**src/rtl/spi_led_frame_arbiter_pkg.sv**
```systemverilog
// Shared types and constants for the round-robin SPI LED frame arbiter.
package spi_led_pkg;

  localparam int unsigned FRAME_BITS = 8;
  localparam logic        SEL_RED    = 1'b0;
  localparam logic        SEL_BLUE   = 1'b1;

  typedef enum logic [2:0] {
    StIdle,
    StSetup,
    StShiftHi,
    StShiftLo,
    StHold,
    StGap
  } state_e;

  typedef enum logic {
    GNT_RED  = 1'b0,
    GNT_BLUE = 1'b1
  } grant_e;

endpackage

```
**src/rtl/spi_led_frame_arbiter_if.sv**
```systemverilog
// Requester-side handshake bundle: two level request channels plus busy.
interface spi_led_frame_arbiter_if;

  logic       red_req;
  logic [6:0] red_data;
  logic       red_ack;
  logic       blue_req;
  logic [6:0] blue_data;
  logic       blue_ack;
  logic       busy;

  // Requester side
  modport master (
    output red_req, red_data, blue_req, blue_data,
    input  red_ack, blue_ack, busy
  );

  // Arbiter side
  modport slave (
    input  red_req, red_data, blue_req, blue_data,
    output red_ack, blue_ack, busy
  );

endinterface

```
**src/rtl/spi_led_frame_arbiter_sclk_tick.sv**
```systemverilog
// Half-period timer: one-cycle tick every CLK_DIV clocks, realigned on restart.
module spi_sclk_tick #(
  parameter int unsigned CLK_DIV = 4
) (
  input  logic clk,
  input  logic rst_n,
  input  logic restart,
  output logic tick
);

  localparam int unsigned CntW = (CLK_DIV > 1) ? $clog2(CLK_DIV) : 1;
  localparam logic [CntW-1:0] CntMax = CntW'(CLK_DIV - 1);

  logic [CntW-1:0] cnt_q;

  assign tick = (cnt_q == CntMax);

  always_ff @(posedge clk or negedge rst_n) begin
    if (!rst_n) begin
      cnt_q <= '0;
    end else if (restart || tick) begin
      cnt_q <= '0;
    end else begin
      cnt_q <= cnt_q + 1'b1;
    end
  end

endmodule

```
**src/rtl/spi_led_frame_arbiter.sv**
```systemverilog
// Round-robin arbiter serialising red/blue LED requests into 8-bit SPI mode-0 frames.
// Optional SDO readback capture is enabled by defining SPI_LED_READBACK_EN.
module spi_led_frame_arbiter
  import spi_led_pkg::*;
#(
  parameter int unsigned CLK_DIV = 4,
  parameter int unsigned CS_GAP  = 8
) (
  input  logic                   clk,
  input  logic                   rst_n,
  spi_led_frame_arbiter_if.slave bus,
  output logic                   CS,
  output logic                   SCLK,
  output logic                   SDI,
  input  logic                   SDO
`ifdef SPI_LED_READBACK_EN
  ,
  output logic [7:0]             rx_data,
  output logic                   rx_valid
`endif
);

  localparam int unsigned GapW = (CS_GAP > 1) ? $clog2(CS_GAP) : 1;
  localparam logic [GapW-1:0] GapMax  = GapW'(CS_GAP - 1);
  localparam logic [3:0]      LastBit = 4'(FRAME_BITS);

  state_e                  state_q, state_d;
  grant_e                  last_q, grant_sel;
  logic                    grant_valid;
  logic                    tick;
  logic                    gap_done;
  logic                    ack_pulse;
  logic                    cs_active;
  logic [FRAME_BITS-1:0]   shift_q;
  logic [3:0]              bit_cnt_q;
  logic [GapW-1:0]         gap_cnt_q;

  assign grant_valid = bus.red_req | bus.blue_req;
  assign gap_done    = (gap_cnt_q == GapMax);

  // On a tie the channel that did not win last time gets the link.
  always_comb begin
    grant_sel = GNT_RED;
    if (bus.red_req && bus.blue_req) begin
      grant_sel = (last_q == GNT_BLUE) ? GNT_RED : GNT_BLUE;
    end else if (bus.blue_req) begin
      grant_sel = GNT_BLUE;
    end
  end

  spi_sclk_tick #(
    .CLK_DIV (CLK_DIV)
  ) u_sclk_tick (
    .clk     (clk),
    .rst_n   (rst_n),
    .restart (state_q == StIdle && grant_valid),
    .tick    (tick)
  );

  always_ff @(posedge clk or negedge rst_n) begin
    if (!rst_n) begin
      state_q <= StIdle;
    end else begin
      state_q <= state_d;
    end
  end

  always_comb begin
    state_d = state_q;
    unique case (state_q)
      StIdle:    if (grant_valid) state_d = StSetup;
      StSetup:   if (tick) state_d = StShiftHi;
      StShiftHi: if (tick) state_d = StShiftLo;
      StShiftLo: if (tick) state_d = (bit_cnt_q == LastBit) ? StHold : StShiftHi;
      StHold:    if (tick) state_d = StGap;
      StGap:     if (gap_done) state_d = StIdle;
      default:   state_d = StIdle;
    endcase
  end

  always_ff @(posedge clk or negedge rst_n) begin
    if (!rst_n) begin
      shift_q   <= '0;
      bit_cnt_q <= '0;
      gap_cnt_q <= '0;
      last_q    <= GNT_BLUE;
    end else begin
      if (state_q == StIdle && grant_valid) begin
        shift_q   <= (grant_sel == GNT_BLUE) ? {bus.blue_data, SEL_BLUE}
                                             : {bus.red_data, SEL_RED};
        last_q    <= grant_sel;
        bit_cnt_q <= '0;
      end else if (state_q == StShiftHi && tick) begin
        shift_q   <= shift_q >> 1;
        bit_cnt_q <= bit_cnt_q + 1'b1;
      end
      if (state_q == StHold) begin
        gap_cnt_q <= '0;
      end else if (state_q == StGap && !gap_done) begin
        gap_cnt_q <= gap_cnt_q + 1'b1;
      end
    end
  end

  always_comb begin
    cs_active    = (state_q == StSetup) || (state_q == StShiftHi) ||
                   (state_q == StShiftLo) || (state_q == StHold);
    CS           = ~cs_active;
    SCLK         = (state_q == StShiftHi);
    SDI          = cs_active & shift_q[0];
    bus.busy     = (state_q != StIdle);
    ack_pulse    = (state_q == StGap) && (gap_cnt_q == '0);
    bus.red_ack  = ack_pulse && (last_q == GNT_RED);
    bus.blue_ack = ack_pulse && (last_q == GNT_BLUE);
  end

`ifdef SPI_LED_READBACK_EN
  logic [7:0] rx_q;

  // SDO is captured on the clk edge that raises SCLK, LSB arriving first.
  always_ff @(posedge clk or negedge rst_n) begin
    if (!rst_n) begin
      rx_q <= '0;
    end else if (state_d == StShiftHi && state_q != StShiftHi) begin
      rx_q <= {SDO, rx_q[7:1]};
    end
  end

  assign rx_data  = rx_q;
  assign rx_valid = ack_pulse;
`else
  logic unused_sdo;
  assign unused_sdo = SDO;
`endif

endmodule

```
**src/flat_wrapper.sv**
```systemverilog
// flat-port wrapper written by rule: the top's interface ports become plain ports
module spi_led_frame_arbiter_flat import spi_led_pkg::*;
#(
  parameter int unsigned CLK_DIV = 4,
  parameter int unsigned CS_GAP  = 8
)
  (clk, rst_n, CS, SCLK, SDI, SDO, bus_red_req, bus_red_data, bus_blue_req, bus_blue_data, bus_red_ack, bus_blue_ack, bus_busy);
  spi_led_frame_arbiter_if bus_i ();
  input  logic clk;
  input  logic rst_n;
  output logic CS;
  output logic SCLK;
  output logic SDI;
  input  logic SDO;
  input wire logic [$bits(bus_i.red_req)-1:0] bus_red_req;
  input wire logic [$bits(bus_i.red_data)-1:0] bus_red_data;
  input wire logic [$bits(bus_i.blue_req)-1:0] bus_blue_req;
  input wire logic [$bits(bus_i.blue_data)-1:0] bus_blue_data;
  output wire logic [$bits(bus_i.red_ack)-1:0] bus_red_ack;
  output wire logic [$bits(bus_i.blue_ack)-1:0] bus_blue_ack;
  output wire logic [$bits(bus_i.busy)-1:0] bus_busy;
  assign bus_i.red_req = bus_red_req;
  assign bus_i.red_data = bus_red_data;
  assign bus_i.blue_req = bus_blue_req;
  assign bus_i.blue_data = bus_blue_data;
  assign bus_red_ack = bus_i.red_ack;
  assign bus_blue_ack = bus_i.blue_ack;
  assign bus_busy = bus_i.busy;
  spi_led_frame_arbiter #(.CLK_DIV(CLK_DIV), .CS_GAP(CS_GAP)) u_core (.clk(clk), .rst_n(rst_n), .bus(bus_i), .CS(CS), .SCLK(SCLK), .SDI(SDI), .SDO(SDO));
endmodule
```
**config.mk**
```make
export PLATFORM = sky130hd
export DESIGN_NAME = spi_led_frame_arbiter_flat
export DESIGN_NICKNAME = d
export VERILOG_FILES = /design/src/rtl/spi_led_frame_arbiter_pkg.sv /design/src/rtl/spi_led_frame_arbiter_if.sv /design/src/rtl/spi_led_frame_arbiter_sclk_tick.sv /design/src/rtl/spi_led_frame_arbiter.sv /design/src/flat_wrapper.sv
export SDC_FILE = /design/constraint.sdc
export NUM_CORES = 1
export LEC_CHECK = 0
export BUFFER_PORTS_ARGS = -buffer_cell sky130_fd_sc_hd__buf_2
export CORE_ASPECT_RATIO = 1.2
export CORE_MARGIN = 5
export CORE_UTILIZATION = 53
export CTS_CLUSTER_SIZE = 25
export DETAILED_ROUTE_END_ITERATION = 8
export GPL_TIMING_DRIVEN = 0
export PLACE_DENSITY = 0.89
export SKIP_LAST_GASP = 1
export SYNTH_ARGS = -nofsm -noshare
export SYNTH_HDL_FRONTEND = slang
export SYNTH_SLANG_ARGS = --single-unit
```
**constraint.sdc**
```tcl
create_clock -name clk -period 2 [get_ports clk]
set_input_delay 0.1 -clock clk [delete_from_list [all_inputs] [get_ports clk]]
set_output_delay 0.1 -clock clk [all_outputs]
set_load 0.1 [all_outputs]
```
After elaboration in Yosys (flattened, before gate mapping)
Index checks and enable logic that the tools add are counted.
W data, S select, Z words.
{ "word_totals": {"ff_bits": 21, "latch_bits": 0, "ramBits": 0, "mem_bits_ro": 0, "in_bits": 19, "output_inout_bits": 6, "elab_cells": 64, "mem_count": 0} }
{ "op_classes": {"addsub": 3, "mul": 0, "div": 0, "order_cmp": 0, "n_eq_ne": 14, "n_shift": 0, "muxes": 19, "n_bitwise": 4, "n_reduce_logical": 18} }
{ "ops": {"columns": ["cell", "n"], "rows": [
  ["$mux W3", 9],
  ["$mux W8", 3],
  ["$pmux W3 S6", 1],
  ["$ne A2 B1 Y1 const B", 6],
  ["$eq A3 B3 Y1 const B", 3],
  ["$mux W4", 2],
  ["$logic_and A1 B1 Y1", 7],
  ["$eq A3 B2 Y1 const B", 2],
  ["$logic_not A3 Y1", 2],
  ["$reduce_and A6 Y1", 1],
  ["$add A4 B1 Y4 const B", 1],
  ["$eq A4 B4 Y1 const B", 1],
  ["$logic_or A1 B1 Y1", 4],
  ["$reduce_bool A2 Y1", 2],
  ["$add A3 B1 Y3 const B", 1],
  ["$eq A3 B1 Y1 const B", 1],
  ["$mux W1", 3],
  ["$reduce_bool A3 Y1", 1],
  ["$add A2 B1 Y2 const B", 1],
  ["$eq A2 B2 Y1 const B", 1],
  ["$mux W2", 1],
  ["$not A1 Y1", 2],
  ["$and A1 B1 Y1", 1],
  ["$logic_not A1 Y1", 1],
  ["$or A1 B1 Y1", 1]
]} }

Logic depth before layout (Yosys ltp)
Gate-level depths: netlist (run 1).
{ "depth": {"depth_word": 5, "depth_mapped": 7, "mapped_depth_nobuf": 5} }

By module
Synthesis (run 1) repeated with hierarchy kept, for this count alone.
{ "unflattened": {"cells_unflattened": 123, "hier_area_um2": 1228.7} }
{ "modules_own_cells": {"columns": ["mod", "instances", "cells_each", "area_each_um2", "seq_area_each_um2"], "rows": [
  ["spi_led_frame_arbiter", 1, 118, 1143.6, 476.7],
  ["spi_sclk_tick", 1, 5, 85.1, 50.0]
]} }

Worst setup path after synthesis (run 1)
Ideal clock, no wire load.
{ "synth_timing": {"kind": "register to output", "start": "register u_core.state_q[1]", "end": "output port bus_blue_ack", "t_arrival_ns": 3.909, "required_time_ns": 1.900, "setup_slack_ns": -2.009, "path_stages_with_launch": 5, "path_buffers": 2, "path_cell_list": "dfrtp_1 buf_4 nand2b_1 buf_2 nor4b_1"} }
{ "synth_via": {"elab_chain_len": 3} }
{ "synth_lines": {"columns": ["element", "line_no", "text"], "rows": [
  ["from (decl)", "spi_led_frame_arbiter.sv:27", "state_e state_q, state_d;"],
  ["from (signal assigned)", "spi_led_frame_arbiter.sv:62", "state_q <= StIdle;"],
  ["from (signal assigned)", "spi_led_frame_arbiter.sv:64", "state_q <= state_d;"],
  ["$eq A3 B3 Y1", "spi_led_frame_arbiter.sv:112", "ack_pulse = (state_q == StGap) && (gap_cnt_q == '0);"],
  ["$logic_and A1 B1 Y1", "spi_led_frame_arbiter.sv:112", null],
  ["$logic_and A1 B1 Y1", "spi_led_frame_arbiter.sv:114", "bus.blue_ack = ack_pulse && (last_q == GNT_BLUE);"],
  ["to (decl)", "flat_wrapper.sv:20", "output wire logic [$bits(bus_i.blue_ack)-1:0] bus_blue_ack;"]
]} }
Every way passes these cells.

Worst setup path after layout (run 1)
{ "layout_timing": {"start": "register u_core.state_q[1]", "end": "output port CS"} }
{ "layout_via": {"elab_chain_len": 5, "word_cells_on_any_way": 8, "classes_between": "4 x eq/ne; 1 x bitwise; 3 x reduce/logical"} }
{ "layout_lines": {"columns": ["element", "line_no", "text"], "rows": [
  ["$eq A3 B1 Y1 or $eq A3 B2 Y1 (tied branches)", "spi_led_frame_arbiter.sv:106", "cs_active = (state_q == StSetup) || (state_q == StShiftHi) ||"],
  ["$logic_or A1 B1 Y1 (2 in a row)", "spi_led_frame_arbiter.sv:106", null],
  ["$logic_or A1 B1 Y1 (*)", "spi_led_frame_arbiter.sv:107", "(state_q == StShiftLo) || (state_q == StHold);"],
  ["$not A1 Y1 (*)", "spi_led_frame_arbiter.sv:108", "CS = ~cs_active;"],
  ["to (decl)", "flat_wrapper.sv:11", "output logic CS;"]
]} }
Mark *: on every way between the ends. The rest lies on a longest branch, timed or not.

==> results.tsv, run 1 <==
stage	metric	value	unit
placed_design	HPWL Detailed	1910	microns
sta	Max Slew Vio Count	0	
finish	post-route insts no fill	182	
worst_setup_path	CP endpoint kind	output port	
clocking	cts bufs inserted	3	
yosys	share of async-settable or async-resettable flops after synthesis	1.00	
finish	design area	1460	sq um
clocking	H-Tree Depth	1	
sta	min Tclk post-route	1.90	ns
global_routing	GR Overflow Total	0	
route	via/cell ratio	5.47	
yosys	Main synth FF type	dfrtp_1	
pwr	pwr dens	1210	nW/um^2
route	DRC viols	0	
die	Rows	19	
worst_setup_path	Worst EP arrival	1.80	ns
global_routing	GRT Total Usage	0.161	
yosys	Ys Warns	0	
finish	area grow syn2layout	20.4	%
die	die extent in x	53.7	microns
clocking	post-CTS setup buffer count	0	
clocking	CTS max path bufs	2	
yosys	Yosys top cell by area	dfrtp_1	
die	die area	3350	sq um
finish	layout cells sized above 1	0.311	
sta	final setup violation count	0	
global_routing	first-pass GRT wire length	4150	microns
global_routing	initial antenna violation count	0	
sta	RSZ-0062 raised after global routing	no	
global_routing	number of global-route vias before repair	986	
clocking	CTS clk-pin slew, worst paths	0.11	ns
sta	worst rel slew slack	0.674	
clocking	clock sink total	21	
die	Core ar.	2230	sq um
worst_setup_path	CP max FO	10	
finish	fin nets	177	
worst_setup_path	Crit Path Category	flop to output port	
yosys	Net Count, Synth	147	
yosys	Yosys reg bits	21	
sta	Final Cycle Share	0.949	
pwr	Pleak	0.668	nW
die	initial core utilization	0.544	
yosys	EDFF count, synth	0	
yosys	count of cell types in the netlist	42	
global_routing	largest net degree at the start of global routing	22	
worst_setup_path	Worst Path Required	1.90	ns
route	wirelength, routed	2400	microns
placed_design	Placed Cells	176	
clocking	CTS tree	built	
placed_design	post-placement cell area	1410	sq um
finish	# diodes	0	
yosys	Post-Syn Area	1210	sq um
pwr	Max rail drop VDD	0.00129	V
die	io pins	25	
job	max-cap viol count	0	
placed_design	port bufs	23	
yosys	Mean Syn Cell Area	9.96	sq um
sta	Least-Margin Pin Slew	0.492	ns
route	WL/cell	13.2	microns
yosys	sequential fraction of the synthesis area	0.434	
sta	Max Freq	527	MHz
finish	fill count	215	
worst_hold_path	Hold Path Class	input port to flop	
sta	clock skew	0.00124	ns
sta	final hold violation count	0	
yosys	synthesized instance count	122	
route	DRT iter0 DRCs	10	
yosys	post-synth top area share	0.412	
route	Pre-antenna DRT Iters	4	
clocking	Worst-Skew Late Latency	0.29	ns
run_status	status	completed	
yosys	top cells by area, synth	dfrtp_1 (41%), ha_1 (6.2%), o32a_1 (4.9%)	
placed_design	RePlAce Congestion	0.778	
die	Die H	62.4	microns
route	Via Count	996	
worst_setup_path	Worst setup SP type	flop	
route	Post-DRT Antenna Nets	0	
clocking	Root Buffer Master	clkbuf_4	
[power breakdown]
group          switching, W  total (W)  internal [W]
Sequential         0.000105   0.000680      0.000575
Combinational      0.000585   0.000890      0.000305
Clock              0.000117   0.000194     0.0000776
Total              0.000806    0.00176      0.000957
[layout make-up]
class / count / area, sq um / share of cell area
buffer: 8 / 52.6 / 0.0359
clock buffer: 4 / 26.3 / 0.0180
inverter: 7 / 26.3 / 0.0180
multi-input combinational: 86 / 652 / 0.446
sequential: 21 / 527 / 0.360
tap: 31 / 38.8 / 0.0265
timing repair buffer: 25 / 140 / 0.0958
[synth_stat cells, types with 2 or more instances]
cell type,number
nor3_1,2
ha_1,6
clkbuf_1,2
o21ai_0,5
nor3b_1,2
nand2_1,14
dfrtp_1,20
o32a_1,6
buf_2,2
o21ai_1,3
nor2_1,6
xor2_1,2
mux2_2,2
inv_1,6
buf_4,3
a21oi_1,5
a22o_1,6
o22ai_1,6
[flip-flops by register name (all words and copies together), names as in the netlist]
register	count
u_core.state_q	3
u_core.shift_q	8
u_core.u_sclk_tick.cnt_q	2
u_core.last_q	1
u_core.bit_cnt_q	4
u_core.gap_cnt_q	3
[stage by stage]
step | setup slack (ns) | TNS [ns] | util | power (W) | hold WS [ns]
after floorplan | -0.678 | -0.678 | - | 0.00141 | -0.196
after global placement | 0.275 | 0 | 0.631 | 0.00155 | 0.0747
after detailed placement | 0.228 | 0 | 0.631 | 0.00158 | 0.0804
after CTS | -0.00228 | -0.00228 | 0.654 | 0.00178 | 0.0586
after global routing | 0.00186 | 0 | 0.655 | 0.00191 | 0.0782
final | 0.101 | 0 | 0.655 | 0.00176 | 0.0736
[kinds of logic (layout without fill, tap and decap cells)]
group           after synthesis  count (layout)  share of synthesized area
simple gates                 37              37                      0.174
flops                        21              21                      0.434
fa+ha+maj                     6               6                     0.0618
buf+inv                      15              44                     0.0638
mux                           3               3                     0.0268
xor+xnor                      2               2                     0.0144
compound gates               38              38                      0.226
[critical path, stage by stage (launching register included)]
cell and delay, ns:
dfrtp_1 0.37, buf_4 0.16, nor3_4 0.29, inv_2 0.15, nand2_4 0.10, buf_2 0.43
[metal layers]
layer	vias to the layer above	share of wire	global-route usage
met5	-	0	0
met4	0	0.012	0.0767
met3	2	0.065	0.0310
met2	29	0.49	0.255
met1	460	0.43	0.203
li1	505	-	-
[path summary, 6_finish.rpt]
| path | from | depth (start not counted) | slack (ns) | endpoint |
|---|---|---|---|---|
| max | u_core.state_q[1]$_DFFE_PN0P_ | 5 | 0.10 | CS |
| min | bus_blue_req | 3 | 0.07 | u_core.last_q$_DFFE_PN1N_ |
| max reg2reg | u_core.last_q$_DFFE_PN1N_ | 4 | 0.33 | u_core.shift_q[7]$_DFFE_PN0P_ |
| min reg2reg | u_core.u_sclk_tick.cnt_q[0]$_DFF_PN0_ | 1 | 0.44 | u_core.u_sclk_tick.cnt_q[0]$_DFF_PN0_ |
| max in group asynchronous | rst_n | 2 | 1.38 | u_core.last_q$_DFFE_PN1N_ |
| min in group asynchronous | rst_n | 2 | 0.28 | u_core.shift_q[4]$_DFFE_PN0P_ |
[cells in the final DEF (no fill, tap or decap), drive strengths merged, types with 2 or more instances in the layout]
cell and n:
buf 29, dfrtp 20, nand2 14, o21ai 8, inv 7, o32a 6, o22ai 6, a22o 6
ha 6, a21oi 6, nor2 6, clkbuf 6, nor3 3, xor2 2, mux2 2, dlygate4sd3 2
nor3b 2, and2 2
[repair_timing]
item                                   CTS  global route
setup endpoints to repair                2             2
hold buffers                             2             0
resized for setup                        2             2
endpoints found under the hold margin   21             0
No activity file was read; power rests on OpenSTA's default activity.
==> run 2, diff against run 1 <==
--- a/config.mk
+++ b/config.mk
@@ -13,6 +13,7 @@
 export DETAILED_ROUTE_END_ITERATION = 8
 export GPL_TIMING_DRIVEN = 0
 export PLACE_DENSITY = 0.89
+export REMOVE_ABC_BUFFERS = 1
 export SKIP_LAST_GASP = 1
 export SYNTH_ARGS = -nofsm -noshare
 export SYNTH_HDL_FRONTEND = slang
==> run 2 against run 1 <==
  * Utilization is 3.8 points lower
  * Clock power is 6% higher
  * Highest routed layer unchanged
  * Worst setup slack better by 0.048 ns
  * Worst hold slack worse by 0.0086 ns
==> results.tsv, run 2 (same netlist as run 1, synthesis figures left out) <==
stage	metric	value	unit
placed_design	HPWL Detailed	2020	microns
sta	final setup margin	0.149	ns
job	max-cap viol count	0	
pwr	register share of total power	0.423	
sta	final hold slack	0.0650	ns
route	DRT iter0 DRCs	19	
sta	final setup violation count	0	
pwr	pwr dens	1250	nW/um^2
route	wirelength, routed	2740	microns
die	io pins	25	
finish	Largest Register	u_core.shift_q	
sta	final hold violation count	0	
clocking	H-Tree Depth	1	
worst_setup_path	CP max FO	10	
finish	max FFs per register	8	
worst_setup_path	worst reg2reg setup slack	0.22	ns
worst_setup_path	CP endpoint kind	output port	
pwr	clock share of power	0.120	
sta	Least-Margin Pin Slew	0.531	ns
worst_setup_path	FF-to-FF path depth	4	
worst_setup_path	Worst setup SP type	flop	
finish	fill count	207	
global_routing	GR Overflow Total	0	
die	Core ar.	2230	sq um
route	Pre-antenna DRT Iters	4	
worst_setup_path	critical path, cell by cell	nand2b_2, nor4b_1, buf_4	
pwr	Pleak	0.625	nW
global_routing	first-pass GRT wire length	4630	microns
worst_setup_path	Crit Path Category	flop to output port	
finish	post-route insts no fill	174	
clocking	cts bufs inserted	3	
worst_hold_path	Hold Path Class	input port to flop	
worst_setup_path	Worst EP arrival	1.75	ns
finish	# diodes	0	
worst_setup_path	Worst Path Required	1.90	ns
clocking	CTS clk-pin slew, worst paths	0.11	ns
route	Via Count	1034	
worst_setup_path	reg-to-reg critical path endpoint	u_core.shift_q[2]$_DFFE_PN0P_	
sta	worst rel slew slack	0.646	
route	via/cell ratio	5.94	
placed_design	pre-CTS setup slack	0.229	ns
global_routing	initial antenna violation count	0	
die	initial core utilization	0.544	
die	die extent in x	53.7	microns
pwr	Cell Int Power	0.000922	W
finish	area grow syn2layout	13.4	%
sta	Max Freq	540	MHz
worst_setup_path	slowest CP cell	dfrtp_2	
placed_design	port bufs	23	
global_routing	largest net degree at the start of global routing	22	
pwr	Net Sw Frac	0.465	
global_routing	GRT Total Usage	0.181	
pwr	Max rail drop VDD	0.000845	V
clocking	CTS max path bufs	2	
route	Post-DRT Antenna Nets	0	
finish	commonest cells after routing, fill and taps aside	buf_2 (20), dfrtp_1 (17), nand2_1 (14)	
finish	largest registers	u_core.shift_q (8), u_core.bit_cnt_q (4)	
clocking	CTS tree	built	
pwr	P_sw	0.000802	W
worst_setup_path	Worst path max stage delay	0.49	ns
sta	min Tclk post-route	1.85	ns
finish	commonest non-fill, non-tap cell in the layout	buf_2	
route	DRC viols	0	
placed_design	RePlAce Congestion	0.741	
clocking	Worst-Skew Late Latency	0.31	ns
die	Rows	19	
run_status	status	completed	
worst_setup_path	launch point of the worst path	u_core.state_q[1]$_DFFE_PN0P_	
clocking	Root Buffer Master	clkbuf_4	
route	WL/cell	15.8	microns
finish	layout cells sized above 1	0.273	
worst_setup_path	worst setup path end	bus_blue_ack	
sta	Max Slew Vio Count	0	
sta	Final Cycle Share	0.925	
worst_setup_path	reg-to-reg critical path startpoint	u_core.u_sclk_tick.cnt_q[0]$_DFF_PN0_	
clocking	clock sink total	21	
die	die area	3350	sq um
pwr	Comb pwr share	0.457	
die	Die H	62.4	microns
placed_design	Placed Cells	168	
sta	RSZ-0062 raised after global routing	no	
global_routing	number of global-route vias before repair	1117	
sta	clock skew	0.00355	ns
finish	fin nets	169	
## run 2: cell types whose count changed in the layout (fill, tap and decap cells not counted), moves of 3 or more
cell     before  now
dfrtp_2       0    3
dfrtp_1      20   17
buf_4         5    2
buf_2        23   20
## run 2: final cells by class
class | instances | area, sq um | area share
clock buffer | 4 | 26.3 | 0.0191
timing repair buffer | 25 | 143 | 0.104
sequential | 21 | 531 | 0.385
tap | 31 | 38.8 | 0.0282
inverter | 7 | 26.3 | 0.0191
multi-input combinational | 86 | 613 | 0.445
## run 2: worst max-delay path: cells and delay by family (launching register included)
| kind | cells | cell delay, ns |
|---|---|---|
| flip-flops | 1 | 0.49 |
| AND/OR/NAND/NOR | 2 | 0.61 |
| buffers and inverters | 1 | 0.34 |
## run 2: power groups by stage
stage	sequential (W)	combinational [W]	clock (W)
final	0.000730	0.000787	0.000206
after global routing	0.000756	0.000860	0.000229
after CTS	0.000727	0.000788	0.000211
after detailed placement	0.000737	0.000783	0
after global placement	0.000716	0.000748	0
after floorplan	0.000692	0.000640	0
## run 2: worst min path at each step
| stage | start | to | slack, ns | cells after the start |
|---|---|---|---|---|
| global route | bus_blue_req | u_core.last_q$_DFFE_PN1N_ | 0.08 | 3 |
| finish | bus_blue_req | u_core.last_q$_DFFE_PN1N_ | 0.06 | 3 |
| detailed placement | rst_n | u_core.shift_q[5]$_DFFE_PN0P_ | 0.09 | 1 |
| floorplan | rst_n | u_core.bit_cnt_q[0]$_DFFE_PN0P_ | -0.20 | 0 |
| global placement | rst_n | u_core.shift_q[5]$_DFFE_PN0P_ | 0.07 | 1 |
| CTS | bus_blue_req | u_core.last_q$_DFFE_PN1N_ | 0.06 | 3 |
## run 2: timing repair
item                                   4_1_cts  5_1_grt
setup endpoints to repair                    2        4
resized for setup                            2        5
endpoints found under the hold margin       21        0
hold buffers                                 2        0
buffers inserted                             0        0
## run 2: metal layers
metal | vias to the layer above | track usage | share of wire
li1 | 491 | - | -
met1 | 504 | 0.193 | 0.41
met2 | 34 | 0.327 | 0.52
met3 | 5 | 0.0263 | 0.059
met4 | 0 | 0.0863 | 0.016
met5 | - | 0 | 0
## run 2: metrics by stage
step,util,TNS (ns),total power [W],area [sq um]
3_3_place_gp,0.590,0,0.00146,1320
6_report,0.616,0,0.00172,1380
2_1_floorplan,-,-5.93,0.00133,1160
4_1_cts,0.613,0,0.00173,1370
3_5_place_dp,0.590,0,0.00152,1320
5_1_grt,0.616,0,0.00184,1380
==> run 3, diff against run 2 <==
--- a/config.mk
+++ b/config.mk
@@ -6,7 +6,7 @@
 export NUM_CORES = 1
 export LEC_CHECK = 0
 export BUFFER_PORTS_ARGS = -buffer_cell sky130_fd_sc_hd__buf_2
-export CORE_ASPECT_RATIO = 1.2
+export CORE_ASPECT_RATIO = 0.9
 export CORE_MARGIN = 5
 export CORE_UTILIZATION = 53
 export CTS_CLUSTER_SIZE = 25
==> run 3 against run 2 <==
  * Clock power hardly changed
  * Design area is 0.45% lower
  * Power shrank 0.58%
  * Register-to-register slack improved by 0.04 ns
  * Sequential power shrank 0.8%
  * Maximum frequency is 0.81% lower
  * Critical endpoint unchanged
  * Largest cell class unchanged
  * Highest routed layer unchanged
==> results.tsv, run 3 (same netlist as run 1, synthesis figures left out) <==
stage	metric	value	unit
run_status	status	completed	
sta	min Tclk post-route	1.87	ns
worst_setup_path	Worst path max stage delay	0.50	ns
pwr	Max rail drop VDD	0.00102	V
worst_hold_path	hold path depth	3	
sta	final hold slack	0.0621	ns
clocking	H-Tree Depth	1	
job	max-cap viol count	0	
route	WL/cell	14.6	microns
sta	final hold violation count	0	
sta	worst rel slew slack	0.658	
finish	fill count	183	
global_routing	GRT Total Usage	0.155	
sta	final setup violation count	0	
finish	Layout Utilization	0.628	
pwr	pwr dens	1250	nW/um^2
die	die area	3350	sq um
route	DRC viols	0	
clocking	post-CTS setup buffer count	0	
die	io pins	25	
finish	fin nets	169	
worst_setup_path	Crit Path Category	flop to output port	
global_routing	largest net degree at the start of global routing	22	
worst_setup_path	critical path, cell by cell	nand2b_2, nor4b_1, buf_4	
route	DRT iter0 DRCs	41	
worst_setup_path	reg-to-reg critical path endpoint	u_core.shift_q[2]$_DFFE_PN0P_	
worst_setup_path	Worst Path Required	1.90	ns
finish	max FFs per register	8	
die	initial core utilization	0.557	
finish	Largest Register	u_core.shift_q	
global_routing	first-pass GRT wire length	4110	microns
die	Core ar.	2180	sq um
finish	post-route insts no fill	170	
die	Die H	55.4	microns
worst_setup_path	reg-to-reg critical path startpoint	u_core.u_sclk_tick.cnt_q[0]$_DFF_PN0_	
die	die extent in x	60.5	microns
worst_setup_path	Worst setup SP type	flop	
route	wirelength, routed	2490	microns
placed_design	port bufs	23	
clocking	CTS clk-pin slew, worst paths	0.11	ns
sta	Least-Margin Pin Slew	0.513	ns
finish	commonest cells after routing, fill and taps aside	buf_2 (20), dfrtp_1 (18), nand2_1 (14)	
sta	RSZ-0062 raised after global routing	no	
placed_design	Placed Cells	164	
pwr	Pleak	0.626	nW
worst_hold_path	Hold Path Class	input port to flop	
finish	# diodes	0	
route	Pre-antenna DRT Iters	4	
finish	largest registers	u_core.shift_q (8), u_core.bit_cnt_q (4)	
clocking	cts bufs inserted	3	
route	via/cell ratio	5.90	
worst_setup_path	CP max FO	10	
route	Post-DRT Antenna Nets	0	
global_routing	initial antenna violation count	0	
global_routing	number of global-route vias before repair	908	
worst_setup_path	CP endpoint kind	output port	
worst_setup_path	worst reg2reg setup slack	0.26	ns
clocking	CTS max path bufs	2	
finish	design area	1370	sq um
worst_setup_path	slowest CP cell	dfrtp_1	
placed_design	RePlAce Congestion	0.802	
route	Via Count	1003	
clocking	clock sink total	21	
sta	clock skew	0.00345	ns
worst_setup_path	launch point of the worst path	u_core.state_q[1]$_DFFE_PN0P_	
clocking	Root Buffer Master	clkbuf_4	
die	Rows	16	
worst_setup_path	Worst EP arrival	1.77	ns
worst_hold_path	hold endpoint	u_core.last_q$_DFFE_PN1N_	
finish	commonest non-fill, non-tap cell in the layout	buf_2	
clocking	Worst-Skew Late Latency	0.31	ns
sta	Final Cycle Share	0.933	
worst_setup_path	FF-to-FF path depth	4	
placed_design	post-placement cell area	1310	sq um
clocking	CTS tree	built	
sta	Max Freq	536	MHz
global_routing	GR Overflow Total	0	
sta	Max Slew Vio Count	0	
finish	layout cells sized above 1	0.266	
pwr	Tot Pwr	0.00171	W
worst_hold_path	Hold Startpoint	bus_blue_req	
placed_design	HPWL Detailed	1800	microns
finish	area grow syn2layout	12.9	%
-- run 3: cell types whose count changed in the layout (fill, tap and decap cells not counted) --
| cell | before | now |
|---|---|---|
| dfrtp_2 | 3 | 2 |
| dfrtp_1 | 17 | 18 |
-- run 3: routing by layer --
layer,GRT usage,wire length [microns],share of wire,vias to the layer above
met2,0.248,1170,0.47,27
met4,0.0372,8,0.0032,0
met1,0.206,1130,0.45,481
li1,-,-,-,493
met5,0,0,0,-
met3,0.0420,174,0.070,2
-- run 3: worst max-delay path by stage --
stage / end / slack [ns] / depth (start not counted)
floorplan: bus_blue_ack / -1.98 / 2
global placement: u_core.shift_q[1]$_DFFE_PN0P_ / 0.31 / 4
detailed placement: u_core.shift_q[2]$_DFFE_PN0P_ / 0.29 / 4
CTS: CS / 0.01 / 4
global route: bus_blue_ack / 0.04 / 3
finish: bus_blue_ack / 0.13 / 3
-- run 3: cell type report --
cell class | count | area (sq um) | area share
clock buffer | 4 | 26.3 | 0.0192
tap | 27 | 33.8 | 0.0246
multi-input combinational | 86 | 613 | 0.447
sequential | 21 | 529 | 0.386
inverter | 7 | 26.3 | 0.0192
timing repair buffer | 25 | 143 | 0.104
-- run 3: worst max-delay path: cells and delay by family (launching register included) --
kind,cells,cell delay (ns)
buffers and inverters,1,0.34
flip-flops,1,0.50
AND/OR/NAND/NOR,2,0.61
-- run 3: what timing repair did --
item | 4_1_cts | 5_1_grt
endpoints found under the hold margin | 21 | 0
hold buffers | 2 | 0
gates resized for setup | 2 | 4
endpoints found under the setup margin | 2 | 4
-- run 3: per-stage QoR --
| step | worst slack, ns | setup TNS [ns] |
|---|---|---|
| 2_1_floorplan | -1.98 | -5.93 |
| 3_3_place_gp | 0.315 | 0 |
| 3_5_place_dp | 0.286 | 0 |
| 4_1_cts | 0.0147 | 0 |
| 5_1_grt | 0.0380 | 0 |
| 6_report | 0.134 | 0 |
-- run 3: report_power, final --
group | internal, W | switching, W
clock | 0.0000779 | 0.000126
sequential | 0.000577 | 0.000148
combinational | 0.000265 | 0.000520
total | 0.000920 | 0.000794
